<file path="config.mk">
export PLATFORM = sky130hd
export DESIGN_NAME = pulse_gen
export DESIGN_NICKNAME = d
export VERILOG_FILES = /design/src/rtl/pulse_gen_pkg.sv /design/src/rtl/pulse_gen.sv
export SDC_FILE = /design/constraint.sdc
export NUM_CORES = 1
export LEC_CHECK = 0
export BUFFER_PORTS_ARGS = -buffer_cell sky130_fd_sc_hd__buf_4
export CORE_MARGIN = 4
export CORE_UTILIZATION = 50
export DETAILED_ROUTE_END_ITERATION = 16
export PLACE_DENSITY = 0.7
export SLEW_MARGIN = 25
export SYNTH_ARGS = -nofsm -noshare
export SYNTH_HDL_FRONTEND = slang
export SYNTH_SLANG_ARGS = --single-unit
</file>
<file path="constraint.sdc">
create_clock -name clk -period 5.1 [get_ports clk]
set_input_delay 0.255 -clock clk [delete_from_list [all_inputs] [get_ports clk]]
set_output_delay 0.255 -clock clk [all_outputs]
set_load 0.01 [all_outputs]
</file>
<file path="src/rtl/pulse_gen_pkg.sv">
// Shared FSM state encodings and phase-selection helper for pulse_gen.
package pulse_gen_pkg;

    localparam int ST_W = 2;

    localparam logic [ST_W-1:0] ST_IDLE    = 2'd0;
    localparam logic [ST_W-1:0] ST_DELAY   = 2'd1;
    localparam logic [ST_W-1:0] ST_ACTIVE  = 2'd2;
    localparam logic [ST_W-1:0] ST_HOLDOFF = 2'd3;

    // First phase that actually has cycles to spend; zero-length phases are skipped.
    // Returns IDLE when every remaining phase is empty.
    function automatic logic [ST_W-1:0] first_phase(
        input logic delay_nz,
        input logic width_nz,
        input logic holdoff_nz
    );
        if (delay_nz)        return ST_DELAY;
        else if (width_nz)   return ST_ACTIVE;
        else if (holdoff_nz) return ST_HOLDOFF;
        else                 return ST_IDLE;
    endfunction

endpackage

</file>
<file path="src/rtl/pulse_gen.sv">
// Programmable one-shot pulse generator: trigger -> delay -> active pulse -> hold-off.
// One shared down-counter serves all three phases; configuration is captured on
// trigger acceptance so later input changes do not disturb a sequence in flight.
module pulse_gen
    import pulse_gen_pkg::*;
#(
    parameter int CNT_W = 16
) (
    input  logic             clk,
    input  logic             rst,
    input  logic [1:0]       activetype,
    input  logic             trigger,
    input  logic [CNT_W-1:0] delay,
    input  logic [CNT_W-1:0] width,
    input  logic [CNT_W-1:0] holdoff,
    input  logic             retrig_en,
    output logic             out,
    output logic             busy,
    output logic             done
);

    localparam logic [CNT_W-1:0] ONE = CNT_W'(1);

    logic [ST_W-1:0]  state_q,   state_d;
    logic [CNT_W-1:0] cnt_q,     cnt_d;
    logic [CNT_W-1:0] delay_q,   delay_d;
    logic [CNT_W-1:0] width_q,   width_d;
    logic [CNT_W-1:0] holdoff_q, holdoff_d;
    logic             done_q,    done_d;

    logic trig_act;
    logic accept;
    logic out_p;

    // Trigger is level-sampled; edge qualification is done upstream.
    assign trig_act = (trigger == activetype[0]);
    assign accept   = (state_q == ST_IDLE) && trig_act;

    // Next-state, counter and config-capture logic.
    always_comb begin
        // NOTE: every signal gets a default before the case so no path can infer a latch.
        state_d   = state_q;
        cnt_d     = cnt_q;
        delay_d   = delay_q;
        width_d   = width_q;
        holdoff_d = holdoff_q;
        done_d    = 1'b0;

        case (state_q)
            ST_IDLE: begin
                if (trig_act) begin
                    delay_d   = delay;
                    width_d   = width;
                    holdoff_d = holdoff;
                    state_d   = first_phase(delay != '0, width != '0, holdoff != '0);
                end
            end
            ST_DELAY: begin
                if (cnt_q == '0) state_d = first_phase(1'b0, width_q != '0, holdoff_q != '0);
                else             cnt_d   = cnt_q - ONE;
            end
            ST_ACTIVE: begin
                // Retrigger reload wins over the end-of-width exit.
                if (retrig_en && trig_act) cnt_d   = width_q - ONE;
                else if (cnt_q == '0)      state_d = first_phase(1'b0, 1'b0, holdoff_q != '0);
                else                       cnt_d   = cnt_q - ONE;
            end
            ST_HOLDOFF: begin
                if (cnt_q == '0) state_d = ST_IDLE;
                else             cnt_d   = cnt_q - ONE;
            end
            default: state_d = ST_IDLE;
        endcase

        // Phase entry: load the counter for the new phase from the captured config.
        // Landing in IDLE (including an all-zero sequence) completes the run.
        if (accept || (state_d != state_q)) begin
            case (state_d)
                ST_DELAY:   cnt_d = delay_d - ONE;
                ST_ACTIVE:  cnt_d = width_d - ONE;
                ST_HOLDOFF: cnt_d = holdoff_d - ONE;
                default:    cnt_d = '0;
            endcase
            done_d = (state_d == ST_IDLE);
        end
    end

    // State registers; reset drops any sequence in flight without a done pulse.
    always_ff @(posedge clk or posedge rst) begin
        if (rst) begin
            state_q   <= ST_IDLE;
            cnt_q     <= '0;
            delay_q   <= '0;
            width_q   <= '0;
            holdoff_q <= '0;
            done_q    <= 1'b0;
        end else begin
            // NOTE: non-blocking so every flop samples the pre-edge values of the others.
            state_q   <= state_d;
            cnt_q     <= cnt_d;
            delay_q   <= delay_d;
            width_q   <= width_d;
            holdoff_q <= holdoff_d;
            done_q    <= done_d;
        end
    end

    // Output polarity follows activetype combinationally, so it is valid during reset too.
    assign out_p = (state_q == ST_ACTIVE);
    assign out   = activetype[1] ? out_p : ~out_p;
    assign busy  = (state_q != ST_IDLE);
    assign done  = done_q;

endmodule
</file>
==> results of run 1 <==
-- worst reg2reg max path, delay by kind of cell, from the launching register on --
kind	cells	cell delay [ns]
AND/OR/NAND/NOR	5	2.20
AO/OA/AOI/OAI	5	1.36
flip-flops	1	0.38
buffers and inverters	1	0.32
adder cells (fa/ha/maj)	1	0.23
-- power by group through the flow --
stage	logic (mW)	clock network, mW	registers, mW
after floorplan	0.0887	0	0.585
after global placement	0.152	0	0.593
after detailed placement	0.152	0	0.595
after CTS	0.155	0.487	0.584
after global routing	0.174	0.512	0.588
final	0.157	0.486	0.586
-- logic make-up (layout without fill, tap and decap cells) --
group | after synthesis | count (layout) | synth area share [%]
AOI/OAI and AO/OA | 142 | 142 | 19.8
DFF | 67 | 67 | 34.6
xor gates and xnor gates | 27 | 27 | 4.88
adders and majority gates | 4 | 4 | 1.03
and+or+nand+nor | 197 | 197 | 22.7
buffers and inverters | 65 | 117 | 5.78
muxes | 52 | 52 | 11.3
-- per-stage QoR --
| stage | area (um^2) | instances |
|---|---|---|
| finish | 5570 | 735 |
| floorplan | 4850 | 554 |
| CTS | 5570 | 735 |
| global route | 5570 | 735 |
| detailed placement | 5350 | 719 |
| global placement | 5350 | 719 |
-- how the worst max path moves through the flow --
stage / slack [ns] / end / depth (start not counted) / start
after floorplan: 1.38 / cnt_q[14] / 16 / cnt_q[0]
after global placement: 0.85 / cnt_q[14] / 12 / holdoff_q[12]
after detailed placement: 0.70 / cnt_q[12] / 12 / holdoff_q[12]
after CTS: 0.66 / cnt_q[14] / 12 / holdoff_q[12]
after global routing: 0.27 / cnt_q[14] / 12 / holdoff_q[12]
final: 0.50 / cnt_q[14] / 12 / holdoff_q[12]
-- sequential cells by signal, summed over array words and instances (netlist names) --
name / count
holdoff_q: 16
done: 1
width_q: 16
cnt_q: 16
delay_q: 16
state_q: 2
-- cell type report --
type                    instances  area [um^2]
repair buffers                 64          480
well taps                     129          161
fillers                       859         3760
flip-flops and latches         67         1680
clock inverters                 5         61.3
inverters                      37          139
clock buffers                  11          151
multi-input cells             422         2900
-- layer usage --
| layer | routed length (um) | track usage (%) | up-vias |
|---|---|---|---|
| met5 | 0 | 0 | - |
| met4 | 347 | 6.76 | 0 |
| met3 | 1550 | 7.04 | 33 |
| met2 | 7570 | 48.3 | 240 |
| met1 | 6920 | 39.6 | 2273 |
| li1 | - | - | 2169 |
-- cell usage after synthesis (3+ instances only) --
master,instances
a21o_1,5
o31a_1,5
xor2_1,11
nor3b_1,4
nor3_1,25
and3_1,3
dfrtp_1,67
or4_1,5
a211o_1,4
a31oi_1,9
o21ai_0,22
buf_2,11
xnor2_1,16
or3_1,4
nor4b_1,4
inv_1,35
a211oi_1,8
o22ai_1,7
mux2_2,21
clkbuf_1,12
a21oi_1,37
and4_1,5
ha_1,4
nand4_1,10
a22oi_1,4
nand2_1,33
o21a_1,5
nor4_1,25
o21ai_1,4
buf_6,3
nand3_1,17
mux2i_1,31
nor2_1,41
o211ai_1,8
o31ai_1,5
==> metrics.md, run 1 <==
| Metric | Value |
|---|---|
| Status | `complete, no violations` |
| Commonest non-fill, non-tap cell in the layout | `dfrtp_1` |
| 1st-iter DRT viols | `451` |
| Commonest non-fill, non-tap cells in the layout | `dfrtp_1, buf_4, nor2_1` |
| Crit path kind | `reg -> reg` |
| MaxCap Viol Count | `0` |
| Synthesized cell area | `4850 um^2` |
| Clock power share | `39.5%` |
| Post-Synthesis Cells | `554` |
| Clk root buf | `clkbuf_8` |
| Sequential power share | `47.7%` |
| Crit-path cells | `nor4_1, and4_1, nand4_1, a311o_2, nor2_4, inv_2, a21oi_1, ha_1, o311ai_1, nor4b_2, a311o_1, o211ai_1` |
| Number of synthesized flops with an enable pin | `0` |
| Total Wirelength | `16400 um` |
| ANT cells | `0` |
| Clock sink total | `67` |
| FF-to-FF path depth | `12` |
| Layout cells sized above 1 | `19.8%` |
| Routability congestion estimate | `0.957` |
| Global-route wire length before repair | `25500 um` |
| Clk_lat worst skew | `0.36 ns` |
| Least-Margin Pin Slew | `0.958 ns` |
| Drt wl/cell | `22.3 um` |
| CP bufs+invs | `1` |
| Pin count of the biggest net entering global routing | `68` |
| Peak Freq | `217 MHz` |
| Post-CTS Repair Setup Buffers | `0` |
| Syn_area_per_cell | `8.75 um^2` |
| VDD IR-drop max | `129 uV` |
| Leak | `2.85 nW` |
| RSZ-0062 raised after global routing | `no` |
| Num rows | `35` |
| Yosys Warn Count | `0` |
| Req. time, crit path | `5.33 ns` |
| Final core area utilization | `59.7%` |
| Antenna violations before repair | `0` |
| CTS max path bufs | `2` |
| Pint | `0.881 mW` |
| CP Launch Type | `flip-flop` |
| Seq cells post-synth | `67` |
| GRT overflow | `0` |
| R2R Setup Slk | `0.50 ns` |
| Die H | `106 um` |
| Setup_tns | `0 ns` |
| Worst path max stage delay | `0.60 ns` |
| H-tree depth | `3` |
| # hold bufs at CTS | `0` |
| CP Data Arrival Time | `4.83 ns` |
| # resized after CTS | `0` |
| Pre-CTS setup slack | `0.696 ns` |
| Layout area overhead | `14.8%` |
| CORE AREA | `9330 um^2` |
| Rel. slew slack | `35.1%` |
| Slowest stage cell, crit path | `nor4b_2` |
| Synth area leader | `dfrtp_1` |
| Worst r2r dst | `cnt_q[14]` |
| Num ports | `57` |
| Yosys cell types | `69` |
| # nets final | `659` |
| Dominant synthesized flop cell | `dfrtp_1` |
| Register area share after synthesis | `34.6%` |
| Crit share post-route | `90.2%` |
| DRC viols | `0` |
| Period minus WS final | `4.60 ns` |
| CTS tree | `built` |
| Critical Path End Type | `flip-flop` |
| Async S/R FF share, synth | `100%` |
| DR vias | `4715` |
| Power Total | `1.23 mW` |
| Hold Path Class | `in -> async` |
| Combinational power share | `12.8%` |
| Final hold slack | `0.152 ns` |
| Switching Share | `28.3%` |
| P per Cell Area | `221 nW/um^2` |
| Die Span X | `106 um` |
| Syn Nets | `612` |
| Switching power | `0.348 mW` |
| Final hold vios | `0` |
| Initial Utilization | `52.0%` |
| Pre-Repair DR Iteration Count | `5` |
| Vias in the first global route | `4590` |
| DIE AREA | `11300 um^2` |
| Largest delay share family, worst path | `simple AND/OR/NAND/NOR gates` |
| Slew Viols, Final | `0` |
| Detailed placer's ending HPWL | `12600 um` |
| Vias per cell | `6.41` |
| Yosys top cell area share | `34.6%` |
| Final worst slack | `0.500 ns` |
| Synth area leaders | `dfrtp_1, mux2i_1, mux2_2` |
| Clock transition at the registers of the reported paths | `0.08 ns` |
| CP Max Fanout | `23` |
| Reg-to-Reg Start | `holdoff_q[12]` |
| Overall Global Routing Usage | `29.5%` |
| Final Skew | `0.0123 ns` |
| Num CTS Buffers | `9` |
| Port-buffer cells | `56` |
| DRT antenna net count | `0` |
| Final setup fails | `0` |
(Power assumes the default switching activity.)
==> inputs of run 2 (changes only) <==
clock period = 4.25 ns   (was 5.1 ns; I/O delays follow)
==> metrics.md, run 2 (synthesis results as in run 1) <==
| Metric | Value |
|---|---|
| Status | `complete, but fails checks` |
| Failing checks | `negative hold slack` |
| CTS max path bufs | `2` |
| # nets final | `670` |
| Slowest stage cell, crit path | `a2111oi_1` |
| Vias per cell | `6.38` |
| Drt wl/cell | `22.0 um` |
| Num CTS Buffers | `9` |
| Initial Utilization | `52.0%` |
| Global-route wire length before repair | `25800 um` |
| CP Max Fanout | `13` |
| Clock transition at the registers of the reported paths | `0.08 ns` |
| GRT overflow | `0` |
| Fillers | `836` |
| Layout cells sized above 1 | `21.2%` |
| Final worst slack | `0.228 ns` |
| Hold Path Class | `in -> async` |
| DR vias | `4762` |
| Crit share post-route | `94.6%` |
| Final hold slack | `-0.0184 ns` |
| Worst path max stage delay | `0.68 ns` |
| Leak | `2.93 nW` |
| Num ports | `57` |
| Total Wirelength | `16400 um` |
| Antenna violations before repair | `0` |
| Final setup fails | `0` |
| FF-to-FF path depth | `12` |
| Fin area | `5690 um^2` |
| # resized after CTS | `0` |
| DIE AREA | `11300 um^2` |
| ANT cells | `0` |
| Peak Freq | `249 MHz` |
| Port-buffer cells | `56` |
| Vias in the first global route | `4614` |
| Power Total | `1.59 mW` |
| CORE AREA | `9330 um^2` |
| Pre-Repair DR Iteration Count | `5` |
| Pre-CTS setup slack | `0.313 ns` |
| Slew Viols, Final | `0` |
| # hold bufs at CTS | `0` |
| CP Data Arrival Time | `4.21 ns` |
| Critical Path End Type | `flip-flop` |
| Clk_lat worst skew | `0.36 ns` |
| Period minus WS final | `4.02 ns` |
| Overall Global Routing Usage | `29.4%` |
| Final Skew | `0.00924 ns` |
| Least-Margin Pin Slew | `1.07 ns` |
| Commonest non-fill, non-tap cell in the layout | `buf_4` |
| VDD IR-drop max | `184 uV` |
| Final hold vios | `23` |
| MaxCap Viol Count | `0` |
| Crit path kind | `reg -> reg` |
| RSZ-0062 raised after global routing | `no` |
| Die H | `106 um` |
| Num rows | `35` |
| DRT antenna net count | `0` |
| Reg-to-Reg Start | `width_q[0]` |
| CP Launch Type | `flip-flop` |
| H-tree depth | `3` |
| R2R Setup Slk | `0.23 ns` |
| P per Cell Area | `280 nW/um^2` |
| Routability congestion estimate | `0.985` |
| Placed inst area | `5440 um^2` |
| 1st-iter DRT viols | `531` |
| Detailed placer's ending HPWL | `12800 um` |
| Worst r2r dst | `cnt_q[11]` |
| Commonest non-fill, non-tap cells in the layout | `buf_4, dfrtp_1, nor2_1` |
| Die Span X | `106 um` |
| Layout area overhead | `17.4%` |
| Setup_tns | `0 ns` |
| Pin count of the biggest net entering global routing | `36` |
| Crit-path cells | `inv_1, ha_1, nor4b_1, nand4_1, o311ai_1, nand2_1, buf_4, a2111oi_1, o31ai_1, a2111oi_4, nor3b_1, o32ai_1` |
| DRC viols | `0` |
| Clk root buf | `clkbuf_8` |
| Post-CTS Repair Setup Buffers | `0` |
| Req. time, crit path | `4.44 ns` |
| CTS tree | `built` |
| Rel. slew slack | `28.5%` |
| Clock sink total | `67` |
## run 2: worst max-delay path: cells and delay by family, from the launching register on
kind | cells | cell delay, ns
AOI/OAI and AO/OA | 5 | 2.07
and+or+nand+nor | 4 | 0.84
DFF | 1 | 0.46
buffers and inverters | 2 | 0.31
adders and majority gates | 1 | 0.19
## run 2: area by class of cell
class	instances	area [um^2]	share of cell area, %
tap	129	161	2.83
sequential	67	1680	29.4
inverter	37	139	2.44
clock buffer	11	151	2.66
clock inverter	5	108	1.89
multi-input combinational	422	2900	50.8
timing repair buffer	75	563	9.89
## run 2: power by group
part / switching, mW / internal [mW]
logic: 0.0950 / 0.0929
clock network: 0.277 / 0.425
registers: 0.0401 / 0.662
## run 2: metrics by stage
step,cells,hold WS (ns),util (%)
after global placement,730,0.372,58.3
after CTS,746,0.00110,61.0
after detailed placement,730,0.381,58.3
after floorplan,554,0.350,-
final,746,-0.0184,61.0
after global routing,746,0.0468,61.0
## run 2: worst max path at each step
stage,slack (ns),endpoint,start,depth (start not counted)
finish,0.23,cnt_q[11],width_q[0],12
global placement,0.47,cnt_q[9],width_q[0],12
detailed placement,0.31,cnt_q[11],width_q[0],12
floorplan,0.53,cnt_q[14],cnt_q[0],16
global route,0.06,cnt_q[11],width_q[0],12
CTS,0.30,cnt_q[11],width_q[0],12
## run 2: layer usage
layer	share of wire (%)	global-route usage (%)	vias to the layer above
met2	45	45.9	263
met5	0	0	-
met4	3.0	8.95	0
met1	44	41.7	2263
li1	-	-	2193
met3	8.3	5.16	43
